## src/rtl/vol_level_ctrl_if.sv

```systemverilog
// ============================================================================
// vol_level_ctrl_if : sample stream in, committed amplitude/level out
// Rev 1.0
// ============================================================================
`default_nettype none

interface vol_level_ctrl_if;
    logic        sample_valid;
    logic [11:0] mic_in;
    logic        frame_begin;
    logic [10:0] num;
    logic [3:0]  level;
    logic        num_update;

    modport master (
        output sample_valid, mic_in, frame_begin,
        input  num, level, num_update
    );

    modport slave (
        input  sample_valid, mic_in, frame_begin,
        output num, level, num_update
    );
endinterface

`default_nettype wire

```

## src/rtl/vol_level_ctrl.sv

```systemverilog
// ============================================================================
// vol_level_ctrl : windowed peak detect, peak-hold/decay, frame-aligned commit
// Rev 1.0
// ============================================================================
`default_nettype none

module vol_level_ctrl #(
    parameter int WINDOW       = 2000,
    parameter int HOLD_WINDOWS = 3,
    parameter int DECAY_STEP   = 205
) (
    input  wire logic        clk,
    input  wire logic        reset,
    vol_level_ctrl_if.slave  bus
);
    localparam int          c_CNT_W     = (WINDOW > 1) ? $clog2(WINDOW) : 1;
    localparam logic [c_CNT_W-1:0] c_WIN_LAST = c_CNT_W'(WINDOW - 1);
    localparam logic [3:0]  c_HOLD      = 4'(HOLD_WINDOWS);
    localparam logic [10:0] c_DECAY     = 11'(DECAY_STEP);

    localparam logic [1:0]  c_ST_ACCUM  = 2'd0;
    localparam logic [1:0]  c_ST_EVAL   = 2'd1;
    localparam logic [1:0]  c_ST_PEND   = 2'd2;

    localparam logic [10:0] c_THR [9] = '{11'd205, 11'd409, 11'd614, 11'd819,
        11'd1024, 11'd1229, 11'd1434, 11'd1638, 11'd1842};

    function automatic logic [3:0] f_level(input logic [10:0] v);
        logic [3:0] n;
        n = 4'd0;
        for (int i = 0; i < 9; i++) begin
            if (v >= c_THR[i]) n = n + 4'd1;
        end
        return n;
    endfunction

    logic [1:0]         r_state;
    logic [c_CNT_W-1:0] r_win_cnt;
    logic [10:0]        r_peak_acc;
    logic [10:0]        r_snap;
    logic [10:0]        r_held;
    logic [3:0]         r_hold_cnt;
    logic               r_pending;
    logic [10:0]        r_num;
    logic [3:0]         r_level;
    logic               r_num_update;

    logic [11:0]        w_diff;
    logic [10:0]        w_amp;
    logic [10:0]        w_peak_max;
    logic [10:0]        w_decayed;
    logic               w_win_end;
    logic               w_eval;
    logic               w_commit;

    // |mic - 2048| reaches 2048 only for mic_in == 0; clamp that to 2047
    always_comb begin
        if (bus.mic_in >= 12'd2048) w_diff = bus.mic_in - 12'd2048;
        else                        w_diff = 12'd2048 - bus.mic_in;
        w_amp      = w_diff[11] ? 11'd2047 : w_diff[10:0];
        w_peak_max = (w_amp > r_peak_acc) ? w_amp : r_peak_acc;
        w_decayed  = (r_held < c_DECAY) ? 11'd0 : r_held - c_DECAY;
        if (r_snap > w_decayed) w_decayed = r_snap;
        w_win_end  = bus.sample_valid && (r_win_cnt == c_WIN_LAST);
        w_eval     = (r_state == c_ST_EVAL);
        w_commit   = bus.frame_begin && r_pending;
    end

    always_ff @(posedge clk or posedge reset) begin
        if (reset) begin
            r_win_cnt  <= '0;
            r_peak_acc <= 11'd0;
            r_snap     <= 11'd0;
        end else if (bus.sample_valid) begin
            if (w_win_end) begin
                r_snap     <= w_peak_max;
                r_peak_acc <= 11'd0;
                r_win_cnt  <= '0;
            end else begin
                r_peak_acc <= w_peak_max;
                r_win_cnt  <= r_win_cnt + c_CNT_W'(1);
            end
        end
    end

    // A window closing in any state (including PEND) re-runs the evaluation
    always_ff @(posedge clk or posedge reset) begin
        if (reset) begin
            r_state <= c_ST_ACCUM;
        end else if (w_win_end) begin
            r_state <= c_ST_EVAL;
        end else begin
            case (r_state)
                c_ST_EVAL:  r_state <= c_ST_PEND;
                c_ST_PEND:  if (w_commit) r_state <= c_ST_ACCUM;
                default:    r_state <= c_ST_ACCUM;
            endcase
        end
    end

    always_ff @(posedge clk or posedge reset) begin
        if (reset) begin
            r_held     <= 11'd0;
            r_hold_cnt <= 4'd0;
        end else if (w_eval) begin
            if (r_snap >= r_held) begin
                r_held     <= r_snap;
                r_hold_cnt <= c_HOLD;
            end else if (r_hold_cnt != 4'd0) begin
                r_hold_cnt <= r_hold_cnt - 4'd1;
            end else begin
                r_held     <= w_decayed;
            end
        end
    end

    // A commit coinciding with eval takes the pre-eval held; eval re-arms pending
    always_ff @(posedge clk or posedge reset) begin
        if (reset) begin
            r_pending    <= 1'b0;
            r_num        <= 11'd0;
            r_level      <= 4'd0;
            r_num_update <= 1'b0;
        end else begin
            r_num_update <= w_commit;
            if (w_commit) begin
                r_num   <= r_held;
                r_level <= f_level(r_held);
            end
            if (w_eval)        r_pending <= 1'b1;
            else if (w_commit) r_pending <= 1'b0;
        end
    end

    assign bus.num        = r_num;
    assign bus.level      = r_level;
    assign bus.num_update = r_num_update;

endmodule

`default_nettype wire

```

## src/flat_wrapper.sv

```systemverilog
// flat-port wrapper written by rule: the top's interface ports become plain ports
module vol_level_ctrl_flat 
#(
    parameter int WINDOW       = 2000,
    parameter int HOLD_WINDOWS = 3,
    parameter int DECAY_STEP   = 205
)
  (clk, reset, bus_sample_valid, bus_mic_in, bus_frame_begin, bus_num, bus_level, bus_num_update);
  vol_level_ctrl_if bus_i ();
  input  wire logic clk;
  input  wire logic reset;
  input wire logic [$bits(bus_i.sample_valid)-1:0] bus_sample_valid;
  input wire logic [$bits(bus_i.mic_in)-1:0] bus_mic_in;
  input wire logic [$bits(bus_i.frame_begin)-1:0] bus_frame_begin;
  output wire logic [$bits(bus_i.num)-1:0] bus_num;
  output wire logic [$bits(bus_i.level)-1:0] bus_level;
  output wire logic [$bits(bus_i.num_update)-1:0] bus_num_update;
  assign bus_i.sample_valid = bus_sample_valid;
  assign bus_i.mic_in = bus_mic_in;
  assign bus_i.frame_begin = bus_frame_begin;
  assign bus_num = bus_i.num;
  assign bus_level = bus_i.level;
  assign bus_num_update = bus_i.num_update;
  vol_level_ctrl #(.WINDOW(WINDOW), .HOLD_WINDOWS(HOLD_WINDOWS), .DECAY_STEP(DECAY_STEP)) u_core (.clk(clk), .reset(reset), .bus(bus_i));
endmodule
```

## config.mk

```make
export PLATFORM = sky130hd
export DESIGN_NAME = vol_level_ctrl_flat
export DESIGN_NICKNAME = d
export VERILOG_FILES = /design/src/rtl/vol_level_ctrl_if.sv /design/src/rtl/vol_level_ctrl.sv /design/src/flat_wrapper.sv
export SDC_FILE = /design/constraint.sdc
export NUM_CORES = 1
export LEC_CHECK = 0
export BUFFER_PORTS_ARGS = -buffer_cell sky130_fd_sc_hd__buf_4
export CAP_MARGIN = 20
export CORE_MARGIN = 3
export CORE_UTILIZATION = 60
export DETAILED_ROUTE_END_ITERATION = 8
export PLACE_DENSITY_LB_ADDON = 0.12
export SYNTH_ARGS = -nofsm -noshare
export SYNTH_HDL_FRONTEND = slang
export SYNTH_SLANG_ARGS = --single-unit
```

## constraint.sdc

```tcl
create_clock -name clk -period 6.7 [get_ports clk]
set_input_delay 0 -clock clk [delete_from_list [all_inputs] [get_ports clk]]
set_output_delay 0 -clock clk [all_outputs]
set_load 0.01 [all_outputs]
```

==> After elaboration in Yosys (flattened, before gate mapping) <==
Index checks and enable logic that the tools add are counted.
{ "classes": {"add_sub_neg": 13, "magnitude_cmp": 14, "n_eq_ne": 5, "muxes": 33, "n_reduce_logical": 8} }
{ "op_table": {"columns": ["operator", "count"], "rows": [
  ["$mux 11", 8],
  ["$mux 4", 18],
  ["$ge 11x11->1 const B", 5],
  ["$add 4x1->4 const B", 8],
  ["$ge 11x10->1 const B", 2],
  ["$gt 11x11->1", 2],
  ["$ge 12x12->1 const B", 1],
  ["$mux 12", 1],
  ["$sub 12x12->12 const A", 1],
  ["$sub 12x12->12 const B", 1],
  ["$add 11x1->11 const B", 1],
  ["$eq 11x11->1 const B", 1],
  ["$ge 11x11->1", 1],
  ["$ge 11x8->1 const B", 1],
  ["$ge 11x9->1 const B", 1],
  ["$lt 11x8->1 const B", 1],
  ["$sub 11x8->11 const B", 1],
  ["$reduce_and 2->1", 3],
  ["$mux 2", 2],
  ["$pmux 2 s2", 1],
  ["$reduce_bool 2->1", 2],
  ["$reduce_bool 4->1", 1],
  ["$sub 4x1->4 const B", 1],
  ["$mux 1", 3],
  ["other kinds (5)", 6]
]} }
{ "totals": {"register_bits": 67, "inputBits": 16, "elab_cells": 83} }

==> Depth between registers and ports, before layout <==
Gate-level depths: netlist of the first run.
{ "logic_depth": {"ltp_word": 26, "mapped_depth": 29, "ltp_nobuf": 28} }

==> Worst setup path after synthesis of the first run <==
OpenSTA, ideal clock, no wires.
{ "synth_path": {"path_kind": "register -> register", "from": "register u_core.r_held[1]", "to": "register u_core.r_level[3] (netlist: u_core.bus.level[3])", "arrival_time_ns": 5.172, "slack_ns": 1.446, "stages_incl_launch_ff": 29, "period_less_slack_ns": 5.254, "path_cell_list": "dfrtp_1 -> buf_6 -> o211ai_1 -> nand2_1 -> a31o_2 -> nor2_1 -> ha_1 -> buf_2 -> xnor2_2 -> ha_1 -> nand2_1 -> nand2_1 -> a21oi_1 -> nand2_1 -> xor2_1 -> mux2_2 -> ha_1 -> and3_1 -> nor3_1 -> and3b_1 -> nand2b_1 -> nor2_1 -> ha_1 -> nand2_1 -> xor2_1 -> xnor2_1 -> and3_2 -> a21bo_1 -> a31oi_1"} }
{ "synth_via": {"elab_chain_len": 26, "elab_cells_between_ends": 34} }
{ "synth_lines": {"columns": ["item", "line_no", "rtl"], "rows": [
  ["from (decl)", "vol_level_ctrl.sv:41", "logic [10:0] r_held;"],
  ["from (signal assigned)", "vol_level_ctrl.sv:107", "r_held <= r_snap;"],
  ["from (signal assigned)", "vol_level_ctrl.sv:112", "r_held <= w_decayed;"],
  ["$ge 11x8->1", "vol_level_ctrl.sv:32", "if (v >= c_THR[i]) n = n + 4'd1;"],
  ["$mux 1", "vol_level_ctrl.sv:32", null],
  ["$mux 4", "vol_level_ctrl.sv:126", "if (w_commit) begin"],
  ["$add 4x1->4", "vol_level_ctrl.sv:32", null],
  ["$mux 4", "vol_level_ctrl.sv:32", null],
  ["$mux 4", "vol_level_ctrl.sv:126", null],
  ["$add 4x1->4", "vol_level_ctrl.sv:32", null],
  ["$mux 4", "vol_level_ctrl.sv:32", null],
  ["[10 not listed]", null, null],
  ["$add 4x1->4", "vol_level_ctrl.sv:32", null],
  ["$mux 4", "vol_level_ctrl.sv:32", null],
  ["$mux 4", "vol_level_ctrl.sv:126", null],
  ["$add 4x1->4", "vol_level_ctrl.sv:32", null],
  ["$mux 4", "vol_level_ctrl.sv:32", null],
  ["$mux 4", "vol_level_ctrl.sv:126", null],
  ["$add 4x1->4", "vol_level_ctrl.sv:32", null],
  ["$mux 4 (*)", "vol_level_ctrl.sv:32", null],
  ["to (signal assigned)", "vol_level_ctrl.sv:128", "r_level <= f_level(r_held);"],
  ["to (decl)", "vol_level_ctrl.sv:45", "logic [3:0] r_level;"]
]} }
Mark *: on every way between the ends. The rest lies on a longest branch, timed or not. The select of a mux whose other input is x is not followed.
A chain may end at the register's enable or synchronous reset.

==> Final worst setup path of the first run <==
{ "layout_path": {"from": "register u_core.r_held[0]", "to": "register u_core.r_level[3] (netlist: u_core.bus.level[3])"} }
Same word-level chain as after synthesis.

==> results.py, run 1 <==
metrics = {
    "route": {
        "wl_met1_microns": 4950,
        "top_layer": "met4",
        "wl_met3_microns": 445,
        "viasPerCell": 6.04,
        "met2_wirelength_microns": 5680,
        "drtIter0Drc": 337,
        "route.detailed.drc": 0,
        "vias": 4364,
        "ant_nets": 0,
        "dr.pass1.iters": 5,
        "wirelength_microns": 11400,
        "wire_per_inst_microns": 15.8,
    },
    "floorplanning": {
        "initial_core_util": 0.639,
        "ios": 32,
        "rows": 32,
        "die-area_sq_um": 9630,
        "die_h_microns": 98.1,
        "placeableCoreArea_sq_um": 7970,
        "fp.dieW_microns": 98.1,
    },
    "yosys": {
        "synth.yosys.seq_area_share": 0.329,
        "syn-cell-area_sq_um": 5090,
        "synthFlopType": "dfrtp_1",
        "yosysWarnings": 0,
        "syn_area_per_cell_sq_um": 8.60,
        "synthCells": 592,
        "synth_nets": 655,
        "synth_area_leader_cell": "dfrtp_1",
        "synth_seq_cells": 67,
        "synth_top_area_frac": 0.329,
        "synth_edf_count": 0,
        "yosys-top-cells-count": "dfrtp_1 (67), nand2_1 (66), nor2_1 (51)",
        "yosysUniqueCellTypes": 66,
        "async_reset_ff_frac": 1.00,
        "synth_area_leaders": "dfrtp_1 (33%), ha_1 (12%), o21ai_0 (4.9%), nand2_1 (4.9%), nor2_1 (3.8%)",
        "yosysMostFrequentCell": "dfrtp_1",
    },
    "clocking": {
        "cts_tree": "built",
        "clock-root-buffer": "clkbuf_8",
        "clk_latency_ns": 0.36,
        "cts.repair.resized": 0,
        "h-tree-depth": 3,
        "clk_pin_slew_ns": 0.08,
        "numCtsBuffers": 9,
        "clk_path_buf_depth": 2,
        "cts_setup_buffers": 0,
        "numClockSinks": 67,
    },
    "worst_setup_path": {
        "required_ns": 6.98,
        "cp.arrival_ns": 6.18,
        "crit_fanout": 11,
        "crit_path_end_kind": "register",
        "crit_type": "reg -> reg",
        "start_kind": "register",
    },
    "power": {
        "p_leak_uw": 0.00255,
        "powerDensity_nw_per_um2": 207,
        "ir_worst_vdd_v": 0.000194,
    },
    "finish": {
        "drive_gt1_frac": 0.114,
        "seq_area_sq_um": 1680,
        "fill_cells": 622,
        "area_growth_pct": 9.24,
        "utilization": 0.698,
        "diodes": 0,
        "multi_input_area_sq_um": 3120,
        "final_nets": 679,
    },
    "grt": {
        "grt_pass1_wl_microns": 19900,
        "grt_pass1_vias": 4195,
        "antenna_found_initial": 0,
        "grt_max_degree": 68,
        "grt_usage": 0.250,
        "grt-ovfl-total": 0,
    },
    "timing": {
        "slew_headroom": 0.399,
        "hold_viol": 0,
        "fin_crit_sh": 0.880,
        "holdWs_ns": 0.0578,
        "tightest_slew_ns": 0.893,
        "drv_slew": 0,
        "grt_setup_unrepaired": "no",
        "setup_viol": 0,
        "finalClockSkew_ns": 0.0124,
        "clock.fmax_ghz": 0.170,
        "setup_tns_ns": 0,
        "period_needed_ns": 5.89,
    },
    "placement": {
        "hpwl_microns": 8640,
        "io_buffers": 31,
        "place_congestion": 0.883,
    },
    "worst_hold_path": {
        "hold_class": "in -> reg",
    },
    "outcome": {
        "outcome": "finished clean",
    },
    "run": {
        "maxCapViolations": 0,
    },
}
-- cell usage in the layout, fill, tap and decap left out, types with 5 or more instances in the layout --
master,n
clkbuf_8,9
xor2_1,12
a31oi_1,14
a21o_1,5
o21ai_0,50
mux2i_1,14
dfrtp_1,67
nand2_1,66
nand3_1,13
nor2_1,51
ha_1,47
nor3_1,13
o21a_1,16
nand4_1,12
nor4_1,7
a22o_1,10
or3_1,14
nor2b_1,9
nand2b_1,6
inv_1,34
buf_4,38
o211ai_1,6
a21oi_1,18
xnor2_1,20
-- per-layer routing --
layer,GRT usage,vias up
li1,-,2160
met1,0.317,2053
met2,0.428,122
met3,0.0321,29
met4,0.106,0
met5,0,-
-- metrics by stage --
step	power (uW)	cell area, sq um	std cells	setup slack, ns
global route	1230	5560	723	0.414
CTS	1150	5550	722	0.893
finish	1150	5560	723	0.805
global placement	821	5340	703	1.19
detailed placement	831	5340	703	0.909
floorplan	752	5090	592	1.45
-- path summary, 6_finish.rpt --
| kind | startpoint | depth (start not counted) | slack (ns) | to |
|---|---|---|---|---|
| min in group asynchronous | reset | 4 | 0.45 | u_core.bus.num[8] |
| hold / removal | bus_mic_in[0] | 4 | 0.06 | u_core.r_peak_acc[0] |
| max in group asynchronous | reset | 4 | 5.68 | u_core.r_peak_acc[8] |
| hold reg to reg | u_core.bus.num[1] | 2 | 0.49 | u_core.bus.num[1] |
| setup / recovery | u_core.r_held[0] | 26 | 0.81 | u_core.bus.level[3] |
| setup reg to reg | u_core.r_held[0] | 26 | 0.81 | u_core.bus.level[3] |
-- power breakdown --
part	switching [uW]	internal, uW
Clock	185	141
Combinational	165	158
Sequential	45.8	457
Total	395	755
-- layout make-up --
| class | instances | area share |
|---|---|---|
| Clock buffer | 9 | 0.0223 |
| Clock inverter | 7 | 0.0106 |
| Inverter | 36 | 0.0243 |
| Multi-Input combinational cell | 461 | 0.562 |
| Sequential cell | 67 | 0.301 |
| Tap cell | 102 | 0.0229 |
| Timing Repair Buffer | 41 | 0.0567 |
-- flip-flops by register name, indices dropped and copies added, names as in the netlist --
| name | count |
|---|---|
| u_core.r_held | 11 |
| u_core.bus.num_update | 1 |
| u_core.r_win_cnt | 11 |
| u_core.r_state | 2 |
| u_core.r_hold_cnt | 4 |
| u_core.r_peak_acc | 11 |
| u_core.r_snap | 11 |
| u_core.bus.num | 11 |
| u_core.bus.level | 4 |
| u_core.r_pending | 1 |
-- worst max-delay path: stages, from the launching register on --
cell and delay (ns):
dfrtp_1 0.49, o211ai_1 0.37, nand2_1 0.19, a31o_2 0.34, nor2_1 0.16, ha_1 0.42
xnor2_2 0.37, ha_1 0.33, nand2_1 0.11, nand2_1 0.07, a21oi_1 0.19, nand2_1 0.12
xor2_1 0.15, mux2_2 0.28, ha_1 0.28, and3_1 0.15, nor3_1 0.15, and3b_1 0.22
nand2b_1 0.17, nor2_1 0.12, ha_1 0.16, nand2_1 0.06, xor2_1 0.15, xnor2_1 0.26
and3_2 0.25, nand3b_1 0.09, a31oi_1 0.17
-- timing repair --
action	4_1_cts	5_1_grt
hold endpoints to repair	72	0
setup endpoints to repair	0	0
hold buffers	3	0
-- cells by family (layout without fill, tap and decap cells) --
family / Yosys count / count (layout) / synth area share
muxes: 16 / 16 / 0.0319
adders and majority gates: 47 / 47 / 0.116
AOI/OAI and AO/OA: 153 / 153 / 0.201
and+or+nand+nor: 211 / 211 / 0.203
buffers and inverters: 64 / 93 / 0.0570
DFF: 67 / 67 / 0.329
xor gates and xnor gates: 34 / 34 / 0.0629
No activity file was read; power rests on OpenSTA's default activity.
==> inputs of run 2 (changes only) <==
CORE_ASPECT_RATIO = 2   (was default)
==> results.py, run 2 (synthesized netlist as in run 1, its figures left out) <==
metrics = {
    "clocking": {
        "clock-root-buffer": "clkbuf_16",
        "numClockSinks": 67,
        "clk_latency_ns": 0.33,
        "cts_tree": "built",
        "clk_path_buf_depth": 2,
        "cts.repair.resized": 0,
        "clk_pin_slew_ns": 0.06,
        "numCtsBuffers": 9,
        "h-tree-depth": 3,
    },
    "worst_hold_path": {
        "hold_class": "in -> reg",
        "hold_path_startpoint": "bus_mic_in[0]",
        "hold_path_end": "u_core.r_peak_acc[0]",
        "hold_depth": 4,
    },
    "worst_setup_path": {
        "crit_path_end_kind": "register",
        "start_kind": "register",
        "crit_type": "reg -> reg",
        "crit_fanout": 11,
        "cp.arrival_ns": 6.06,
        "required_ns": 6.95,
        "rr_endpoint": "u_core.bus.level[3]",
        "reg2reg_depth": 26,
        "rrSetupSlack_ns": 0.90,
        "r2r-start": "u_core.r_held[1]",
    },
    "power": {
        "p_int_uw": 954,
        "powerDensity_nw_per_um2": 237,
        "p_seq_frac": 0.373,
        "clkPwrFrac": 0.380,
        "ir_worst_vdd_v": 0.000213,
        "comb_power_share": 0.248,
        "p_leak_uw": 0.00262,
        "p_sw_uw": 398,
        "switching_share": 0.294,
    },
    "grt": {
        "grt_usage": 0.286,
        "grt-ovfl-total": 0,
        "antenna_found_initial": 0,
        "grt_pass1_vias": 4632,
        "grt_pass1_wl_microns": 21600,
        "grt_max_degree": 68,
    },
    "route": {
        "wirelength_microns": 13000,
        "wire_per_inst_microns": 18.1,
        "vias": 4499,
        "ant_nets": 0,
        "viasPerCell": 6.27,
        "drtIter0Drc": 252,
        "route.detailed.drc": 0,
        "dr.pass1.iters": 5,
    },
    "timing": {
        "setup_tns_ns": 0,
        "grt_setup_unrepaired": "no",
        "hold_viol": 0,
        "fin_crit_sh": 0.866,
        "setup_viol": 0,
        "slew_headroom": 0.422,
        "finalClockSkew_ns": 0.00667,
        "clock.fmax_ghz": 0.172,
        "holdWs_ns": 0.0811,
        "drv_slew": 0,
        "period_needed_ns": 5.80,
        "tightest_slew_ns": 0.866,
    },
    "placement": {
        "io_buffers": 31,
        "place_area_sq_um": 5350,
        "dp.cells": 698,
        "hpwl_microns": 10200,
        "place_congestion": 0.982,
    },
    "finish": {
        "final_common_cell": "dfrtp_1",
        "diodes": 0,
        "area_growth_pct": 12.0,
        "final_cell_mix": "dfrtp_1 (67), nand2_1 (66), nor2_1 (51)",
        "instances_no_fill": 717,
        "stdcell_area_sq_um": 5700,
        "final_nets": 679,
        "drive_gt1_frac": 0.114,
    },
    "floorplanning": {
        "initial_core_util": 0.627,
        "rows": 46,
        "die_h_microns": 136,
        "die-area_sq_um": 9690,
        "fp.dieW_microns": 71.1,
        "ios": 32,
        "placeableCoreArea_sq_um": 8120,
    },
    "run": {
        "maxCapViolations": 0,
    },
    "outcome": {
        "outcome": "finished clean",
    },
}
==> run 2: cell types whose count changed in the layout (fill, tap and decap cells not counted), sizes merged <==
| cell | delta |
|---|---|
| bufinv | +2 |
| clkinv | -1 |
| inv | -3 |
| clkbuf | +2 |
==> run 2: per-stage QoR <==
step | worst slack, ns | power (uW) | utilization
2_1_floorplan | 1.45 | 752 | -
3_3_place_gp | 1.06 | 827 | 0.659
3_5_place_dp | 0.906 | 839 | 0.659
4_1_cts | 0.901 | 1360 | 0.703
5_1_grt | 0.435 | 1430 | 0.703
6_report | 0.897 | 1350 | 0.703
==> run 2: critical path, cell delays in order (launching register included) <==
cell and delay [ns]:
dfrtp_1 0.49, o211ai_1 0.37, nand2_1 0.20, a31o_2 0.34, nor2_1 0.17, ha_1 0.42, xnor2_2 0.39, ha_1 0.33
nand2_1 0.10, nand2_1 0.06, a21oi_1 0.20, nand2_1 0.10, xor2_1 0.14, mux2_2 0.28, ha_1 0.28, and3_1 0.15
nor3_1 0.14, and3b_1 0.21, nand2b_1 0.17, nor2_1 0.13, ha_1 0.15, nand2_1 0.06, xor2_1 0.15, xnor2_1 0.17
and3_2 0.21, a21bo_1 0.18, a31oi_1 0.15
==> run 2: what timing repair did <==
action                     CTS  global route
setup buffers                0             0
setup endpoints to repair    0             0
hold endpoints to repair    72             0
hold buffers                 3             0
==> run 2: worst max path at each step <==
stage	startpoint	end	slack (ns)	cells after the start
2_1_floorplan	u_core.r_held[1]	u_core.bus.level[3]	1.45	28
3_3_place_gp	u_core.r_held[0]	u_core.bus.level[3]	1.06	26
3_5_place_dp	u_core.r_held[0]	u_core.bus.level[3]	0.91	26
4_1_cts	u_core.r_held[1]	u_core.bus.level[3]	0.90	26
5_1_grt	u_core.r_held[1]	u_core.bus.level[3]	0.44	26
6_report	u_core.r_held[1]	u_core.bus.level[3]	0.90	26
==> run 2: layout make-up <==
class,count,area [sq um]
inverters,36,135
repair buffers,41,315
well taps,96,120
clock inverters,5,85.1
flip-flops and latches,67,1680
clock buffers,11,243
fillers,672,2410
multi-input cells,461,3130
==> run 2: metal layers <==
layer  track usage  part of all wire  wire length [microns]  vias up
met5             0                 0                      0        -
met4         0.186             0.072                    936        0
met3        0.0370             0.031                    398       57
met2         0.568              0.57                   7420      131
met1         0.257              0.33                   4250     2140
li1              -                 -                      -     2171
==> run 2: power groups by stage <==
stage	combinational (uW)	sequential, uW	clock (uW)
after detailed placement	329	510	0
after global placement	319	508	0
after floorplan	253	500	0
after global routing	374	510	542
after CTS	334	503	521
final	335	504	513
